<file path="config.mk">
export PLATFORM = sky130hd
export DESIGN_NAME = pc_fetch_unit
export DESIGN_NICKNAME = d
export VERILOG_FILES = /design/src/rtl/mips_pkg.sv /design/src/rtl/adder32.sv /design/src/rtl/next_pc_sel.sv /design/src/rtl/pc_fetch_unit.sv
export SDC_FILE = /design/constraint.sdc
export NUM_CORES = 1
export LEC_CHECK = 0
export CAP_MARGIN = 10
export CORE_ASPECT_RATIO = 1.1
export CORE_MARGIN = 4
export CORE_UTILIZATION = 55
export CTS_CLUSTER_SIZE = 12
export DETAILED_ROUTE_END_ITERATION = 8
export PLACE_DENSITY_LB_ADDON = 0.25
export SLEW_MARGIN = 10
export SYNTH_ARGS = -nofsm -noshare
export SYNTH_HDL_FRONTEND = slang
export SYNTH_HIERARCHICAL = 1
export SYNTH_SLANG_ARGS = --single-unit
export TNS_END_PERCENT = 10
</file>
<file path="constraint.sdc">
create_clock -name clk -period 14.1 [get_ports clk]
set_input_delay 2.82 -clock clk [delete_from_list [all_inputs] [get_ports clk]]
set_output_delay 2.82 -clock clk [all_outputs]
set_load 0.01 [all_outputs]
</file>
<file path="src/rtl/mips_pkg.sv">
// Shared definitions for the MIPS fetch datapath.
//   WORD_W / INSTR_W      : datapath and instruction widths
//   S_BOOT/S_FETCH/S_HOLD : fetch FSM state encodings
//   RESET_PC_DEFAULT      : default PC after reset
//   EXC_VECTOR_DEFAULT    : default redirect for a misaligned jr
//   branch_disp()         : sign-extended word offset converted to a byte displacement
package mips_pkg;

  localparam int WORD_W  = 32;
  localparam int INSTR_W = 32;

  localparam logic [1:0] S_BOOT  = 2'd0;
  localparam logic [1:0] S_FETCH = 2'd1;
  localparam logic [1:0] S_HOLD  = 2'd2;

  localparam logic [WORD_W-1:0] RESET_PC_DEFAULT   = 32'h0000_0000;
  localparam logic [WORD_W-1:0] EXC_VECTOR_DEFAULT = 32'h8000_0180;

  function automatic logic [WORD_W-1:0] branch_disp(input logic [15:0] offset);
    return {{14{offset[15]}}, offset, 2'b00};
  endfunction

endpackage

</file>
<file path="src/rtl/adder32.sv">
// 32-bit adder shared by the datapath. The carry out is discarded, so all
// sums wrap modulo 2^32.
//   a, b : operands
//   sum  : a + b (wrapped)
module adder32
  import mips_pkg::*;
(
  input  logic [WORD_W-1:0] a,
  input  logic [WORD_W-1:0] b,
  output logic [WORD_W-1:0] sum
);

  assign sum = a + b;

endmodule

</file>
<file path="src/rtl/next_pc_sel.sv">
// Next-PC target selection for the fetch stage. Purely combinational.
//   seq_sum      : pc + 4 from the sequential adder
//   branch_sum   : pc + 4 + branch displacement from the branch adder
//   branch_taken : select branch target
//   jump         : select j/jal target
//   jump_index   : 26-bit instruction index
//   jump_reg     : select jr/jalr target
//   reg_target   : register value for jr
//   next_pc      : selected target, priority jump_reg > jump > branch > seq
module next_pc_sel
  import mips_pkg::*;
(
  input  logic [WORD_W-1:0] seq_sum,
  input  logic [WORD_W-1:0] branch_sum,
  input  logic              branch_taken,
  input  logic              jump,
  input  logic [25:0]       jump_index,
  input  logic              jump_reg,
  input  logic [WORD_W-1:0] reg_target,
  output logic [WORD_W-1:0] next_pc
);

  logic [WORD_W-1:0] jump_target;
  logic [WORD_W-1:0] jr_target;
  logic              unused_jr_low;

  // Jump region comes from the delay-slot address (pc + 4), not pc itself.
  assign jump_target = {seq_sum[31:28], jump_index, 2'b00};

  // jr targets are always forced word aligned here; the misaligned-jr
  // exception, when built in, overrides this in the PC register instead.
  assign jr_target     = {reg_target[31:2], 2'b00};
  assign unused_jr_low = ^reg_target[1:0];

  always_comb begin
    next_pc = seq_sum;
    if (jump_reg)          next_pc = jr_target;
    else if (jump)         next_pc = jump_target;
    else if (branch_taken) next_pc = branch_sum;
  end

endmodule

</file>
<file path="src/rtl/pc_fetch_unit.sv">
// Program-counter stage: holds the PC, issues fetch requests with a ready
// handshake and picks the next PC among sequential/branch/jump/jr targets.
//   clk, reset          : clock (rising edge), async active-high reset
//   stall               : downstream hazard, blocks PC update
//   imem_ready          : instruction memory accepts the current request
//   branch_taken/offset : taken conditional branch and its signed word offset
//   jump/jump_index     : j/jal select and instruction index
//   jump_reg/reg_target : jr/jalr select and register target
//   pc, pc_plus4        : current fetch address and pc + 4 (link value)
//   imem_req            : fetch request valid
// Optional build macro PC_MISALIGN_EXC_EN adds epc/exc_pulse and redirects a
// misaligned jr to EXC_VECTOR instead of masking its low bits.
//
// state   | meaning
// S_BOOT  | leaving reset, no request issued
// S_FETCH | request valid, pc advances when accepted and not stalled
// S_HOLD  | request accepted under stall, waiting to advance pc
module pc_fetch_unit
  import mips_pkg::*;
#(
  parameter logic [WORD_W-1:0] RESET_PC   = RESET_PC_DEFAULT,
  parameter logic [WORD_W-1:0] EXC_VECTOR = EXC_VECTOR_DEFAULT
) (
  input  logic              clk,
  input  logic              reset,
  input  logic              stall,
  input  logic              imem_ready,
  input  logic              branch_taken,
  input  logic [15:0]       branch_offset,
  input  logic              jump,
  input  logic [25:0]       jump_index,
  input  logic              jump_reg,
  input  logic [WORD_W-1:0] reg_target,
  output logic [WORD_W-1:0] pc,
  output logic [WORD_W-1:0] pc_plus4,
`ifdef PC_MISALIGN_EXC_EN
  output logic [WORD_W-1:0] epc,
  output logic              exc_pulse,
`endif
  output logic              imem_req
);

  logic [1:0]        state;
  logic [1:0]        next_state;
  logic              pc_update;
  logic [WORD_W-1:0] disp;
  logic [WORD_W-1:0] branch_sum;
  logic [WORD_W-1:0] next_pc;

  assign disp = branch_disp(branch_offset);

  adder32 u_seq_add (
    .a   (pc),
    .b   (32'd4),
    .sum (pc_plus4)
  );

  adder32 u_branch_add (
    .a   (pc_plus4),
    .b   (disp),
    .sum (branch_sum)
  );

  next_pc_sel u_next_pc_sel (
    .seq_sum      (pc_plus4),
    .branch_sum   (branch_sum),
    .branch_taken (branch_taken),
    .jump         (jump),
    .jump_index   (jump_index),
    .jump_reg     (jump_reg),
    .reg_target   (reg_target),
    .next_pc      (next_pc)
  );

  // An accepted-but-stalled request advances pc later from S_HOLD, so each
  // accepted request advances pc exactly once.
  always_comb begin
    next_state = state;
    pc_update  = 1'b0;
    case (state)
      S_BOOT:  next_state = S_FETCH;
      S_FETCH: begin
        if (imem_ready) begin
          if (stall) next_state = S_HOLD;
          else       pc_update  = 1'b1;
        end
      end
      S_HOLD: begin
        if (!stall) begin
          pc_update  = 1'b1;
          next_state = S_FETCH;
        end
      end
      default: next_state = S_BOOT;
    endcase
  end

  assign imem_req = (state == S_FETCH);

  always_ff @(posedge clk or posedge reset) begin
    if (reset) state <= S_BOOT;
    else       state <= next_state;
  end

`ifdef PC_MISALIGN_EXC_EN
  logic jr_misaligned;

  assign jr_misaligned = jump_reg && (reg_target[1:0] != 2'b00);

  always_ff @(posedge clk or posedge reset) begin
    if (reset) begin
      pc        <= RESET_PC;
      epc       <= '0;
      exc_pulse <= 1'b0;
    end else begin
      exc_pulse <= pc_update && jr_misaligned;
      if (pc_update) begin
        if (jr_misaligned) begin
          pc  <= EXC_VECTOR;
          epc <= reg_target;
        end else begin
          pc  <= next_pc;
        end
      end
    end
  end
`else
  logic [WORD_W-1:0] unused_exc_vector;

  assign unused_exc_vector = EXC_VECTOR;

  always_ff @(posedge clk or posedge reset) begin
    if (reset)          pc <= RESET_PC;
    else if (pc_update) pc <= next_pc;
  end
`endif

endmodule

</file>
======== After elaboration in Yosys (flattened, before gate mapping) ========
Cells that the tools add are included.
word-level totals
  register bits ........................... 34
  bits of input ports ..................... 81
cells by class
  $add $sub $neg .......................... 2
  equal/unequal tests ..................... 5
  mux-type cells .......................... 10
  reduce and logical (&&, ||, !) cells .... 2
operator list
  cell                                                                    number
  32-bit two-way mux                                                      3
  32-bit by 3-bit adder with 32-bit output (second input constant)        1
  32-bit adder                                                            1
  2-bit two-way mux                                                       3
  2-bit != test (second input constant)                                   3
  2-bit case mux with 3 select lines                                      1
  3-bit AND reduction                                                     1
  2-bit by 1-bit equality test with 1-bit output (second input constant)  1
  2-bit equality test (second input constant)                             1
  2-bit zero test                                                         1
  1-bit two-way mux                                                       2
  1-bit case mux with 2 select lines                                      1

======== Depth between registers and ports, before layout ========
  depth in word-level cells ............... 5
  gate-level depth with buffers ........... 22

======== Modules after synthesis ========
Netlist, hierarchy kept.
by module, submodules not included
  module                  instances  cells an instance  area an instance (um^2)
  adder32 (u_branch_add)  1          241                1744.2
  pc_fetch_unit           1          86                 1508.9
  adder32 (u_seq_add)     1          202                1498.9
  next_pc_sel             1          142                1132.3

======== Worst setup path after synthesis ========
OpenSTA, ideal clock, no wires.
  path type ............................... reg-to-output
  from .................................... reg pc[6]
  to ...................................... out pc_plus4[30]
  arrival ................................. 2.584 ns
  data required time ...................... 11.280 ns
  path slack .............................. 8.696 ns
  stages on the path, launching flop included .. 10
  path through ............................ dfrtp_1 > ha_1 > a22o_1 > o22ai_1 > a21oi_1 > a311o_1 > a211o_1 > a21o_1 > a311oi_2 > xnor2_1
between the ends
  word-level cells in the longest chain between the ends .. 1
ends and longest elaborated chain
  item                                      RTL line              RTL
  from (decl)                               pc_fetch_unit.sv:34   output logic [WORD_W-1:0] pc,
  from (signal assigned)                    pc_fetch_unit.sv:134  else if (pc_update) pc <= next_pc;
  32-bit by 3-bit adder with 32-bit output  adder32.sv:13         assign sum = a + b;
  to (decl)                                 pc_fetch_unit.sv:35   output logic [WORD_W-1:0] pc_plus4,
Every way passes these cells.

======== Final worst setup path ========
  from .................................... reg pc[2]
  to ...................................... out pc_plus4[30]
The elaborated chain is that of the path after synthesis.

==> impl_metrics.py <==
metrics = {
    "layout": {
        "multi_input_area_um2": 4900,
        "final_nets": 980,
        "fill_cells": 838,
        "layout_commonest_cell": "clkdlybuf4s50_1",
        "syn2layout_area_growth_pct": 29.0,
        "regArea_um2": 851,
        "layout_common_cells": "141 x clkdlybuf4s50_1, 67 x ha_1, 53 x a21oi_1",
        "drive_above_1_share": 0.0866,
        "num_antenna_cells": 0,
    },
    "timing": {
        "worstMarginPinSlew_ps": 959,
        "timing.final.crit_share": 0.477,
        "rsz0062_at_grt": "false",
        "finalSetupViolations": 0,
        "clock.fmax_ghz": 0.149,
        "slew_headroom": 0.361,
        "finClkSkew_ps": 10.4,
        "drv_slew": 0,
        "fin_crit_ps": 6720,
        "fin_setup_tns_ps": 0,
        "hold_viol": 0,
        "fin_hold_ws_ps": 550,
    },
    "logic_synthesis": {
        "synth_top_cell_area_share": 0.145,
        "yosys_warnings": 6,
        "synth.avg_cell_area_um2": 8.77,
        "synth_area_leader_cell": "dfrtp_1",
        "ys_ff_latch": 34,
        "synthArstFlopShare": 1.00,
        "ys_types": 73,
        "synthTopCellsByArea": "dfrtp_1 14%, ha_1 14%, mux2_4 7.7%, xnor2_1 5.5%, mux2i_1 5.3%",
        "synth_edf_count": 0,
        "syn-instance-count": 671,
        "ys_seq_area_frac": 0.145,
        "synth-main-ff-cell": "dfrtp_1",
        "syn_area_um2": 5880,
    },
    "drt": {
        "drtIter0Drc": 384,
        "vias": 5819,
        "ant_nets": 0,
        "finalWirelength_um": 17500,
        "firstDrtPassIters": 5,
        "drc": 0,
        "vias_per_cell": 5.97,
        "wl_per_cell_um": 17.9,
    },
    "grt": {
        "grt_max_degree": 68,
        "grt_pass1_vias": 5885,
        "grt_pass1_wl_um": 28600,
        "track_usage": 0.281,
        "grt_overflow_total": 0,
        "antenna_found_initial": 0,
    },
    "die": {
        "die_w_um": 107,
        "io_pins": 146,
        "die_area_um2": 12400,
        "start_util": 0.564,
        "die_h_um": 116,
        "core_um2": 10400,
        "num_rows": 39,
    },
    "cts": {
        "cts_buffer_depth": 2,
        "htree_levels": 2,
        "insertion_delay_ps": 290,
        "post_cts_buffers": 0,
        "path_clk_slew_ps": 60,
        "cts_tree": "done",
        "numCtsBuffers": 5,
        "ctsResizeCount": 0,
        "clock_sinks": 34,
        "root_buffer": "clkbuf_16",
        "cts_hold_buf": 0,
    },
    "critical_path": {
        "reg2reg_from": "pc[2]",
        "critPathKind": "reg -> out",
        "path_max_fanout": 4,
        "crit_slowest_cell": "clkdlybuf4s50_1",
        "required_ps": 11280,
        "worst-r2r-setup-slack_ps": 8620,
        "cpMostUsedCell": "a21oi_1",
        "slowest_delay_ps": 620,
        "path_cells": "ha_1 > a21oi_1 > a2bb2oi_1 > a21oi_1 > a311o_1 > a211o_1 > a21o_1 > a311oi_2 > xnor2_1 > clkdlybuf4s50_1",
        "r2r-end": "pc[30]",
        "cp_num_buf_inv": 1,
        "reg2reg_depth": 20,
        "cp-start-kind": "flop",
        "timing.critical_path.arrival_ps": 3900,
        "critPathTopFamily": "compound AO/OA/AOI/OAI gates",
        "crit_start": "pc[2]",
        "end_kind": "output port",
    },
    "min_path": {
        "hold_depth": 1,
        "min_to": "pc[12]",
        "min_path_type": "reg -> reg",
        "holdCritStartpoint": "pc[12]",
    },
    "place": {
        "dp_hpwl_um": 13400,
        "portBuffers": 143,
        "place.gp.congestion": 0.914,
    },
    "status": {
        "status": "completed",
    },
    "run": {
        "maxCapViolations": 0,
    },
}
[kinds of logic (layout without fill, tap and decap cells)]
group,after synthesis,count (layout),share of synthesized area
AOI/OAI and AO/OA,213,213,0.260
adders and majority gates,69,69,0.149
other,2,36,0.00128
DFF,34,34,0.145
and+or+nand+nor,184,184,0.178
buffers and inverters,46,172,0.0449
muxes,64,64,0.135
xor gates and xnor gates,59,59,0.0878
[synth_stat cells, drive strengths merged, types with 13 or more instances]
| cell type | instances |
|---|---|
| ha | 67 |
| a21oi | 54 |
| xnor2 | 37 |
| nand2 | 35 |
| dfrtp | 34 |
| a21o | 33 |
| mux2 | 33 |
| a211oi | 32 |
| nor2b | 32 |
| mux2i | 31 |
| o21ai | 29 |
| nor3b | 28 |
| nor2 | 27 |
| xor2 | 22 |
| buf | 17 |
| inv | 16 |
| clkbuf | 13 |
| nand3 | 13 |
[worst max path at each step]
stage / endpoint / slack, ps / depth (start not counted)
detailed placement: pc[31] / 7650 / 12
global route: pc_plus4[30] / 7300 / 10
global placement: pc[30] / 7700 / 12
floorplan: pc_plus4[30] / 8700 / 9
CTS: pc_plus4[30] / 7430 / 10
finish: pc_plus4[30] / 7380 / 10
[per-stage QoR]
stage,util,worst slack (ps),cells,area [um^2]
2_1_floorplan,-,8700,705,6010
6_report,0.727,7380,974,7590
3_3_place_gp,0.713,7700,966,7450
4_1_cts,0.727,7430,974,7590
5_1_grt,0.727,7300,974,7590
3_5_place_dp,0.713,7650,966,7450
[layout make-up]
class	instances	share of cell area
Inverter	16	0.00791
Tap cell	143	0.0236
Timing Repair Buffer	148	0.192
Clock inverter	1	0.000659
Sequential cell	34	0.112
Multi-Input combinational cell	625	0.645
Clock buffer	7	0.0188
[flip-flops by register name, summed over array words and instances, names as in the netlist]
| register | flops |
|---|---|
| pc | 32 |
| state | 2 |
[metal layers]
layer,up-vias,track usage,part of all wire
met2,224,0.522,0.50
met3,26,0.0437,0.060
li1,2806,-,-
met5,-,0,0
met4,0,0.0691,0.018
met1,2763,0.340,0.42
Power is left out: the tool's default activity adds up to more than one toggle a clock period on the data nets, which glitch-free logic cannot reach.
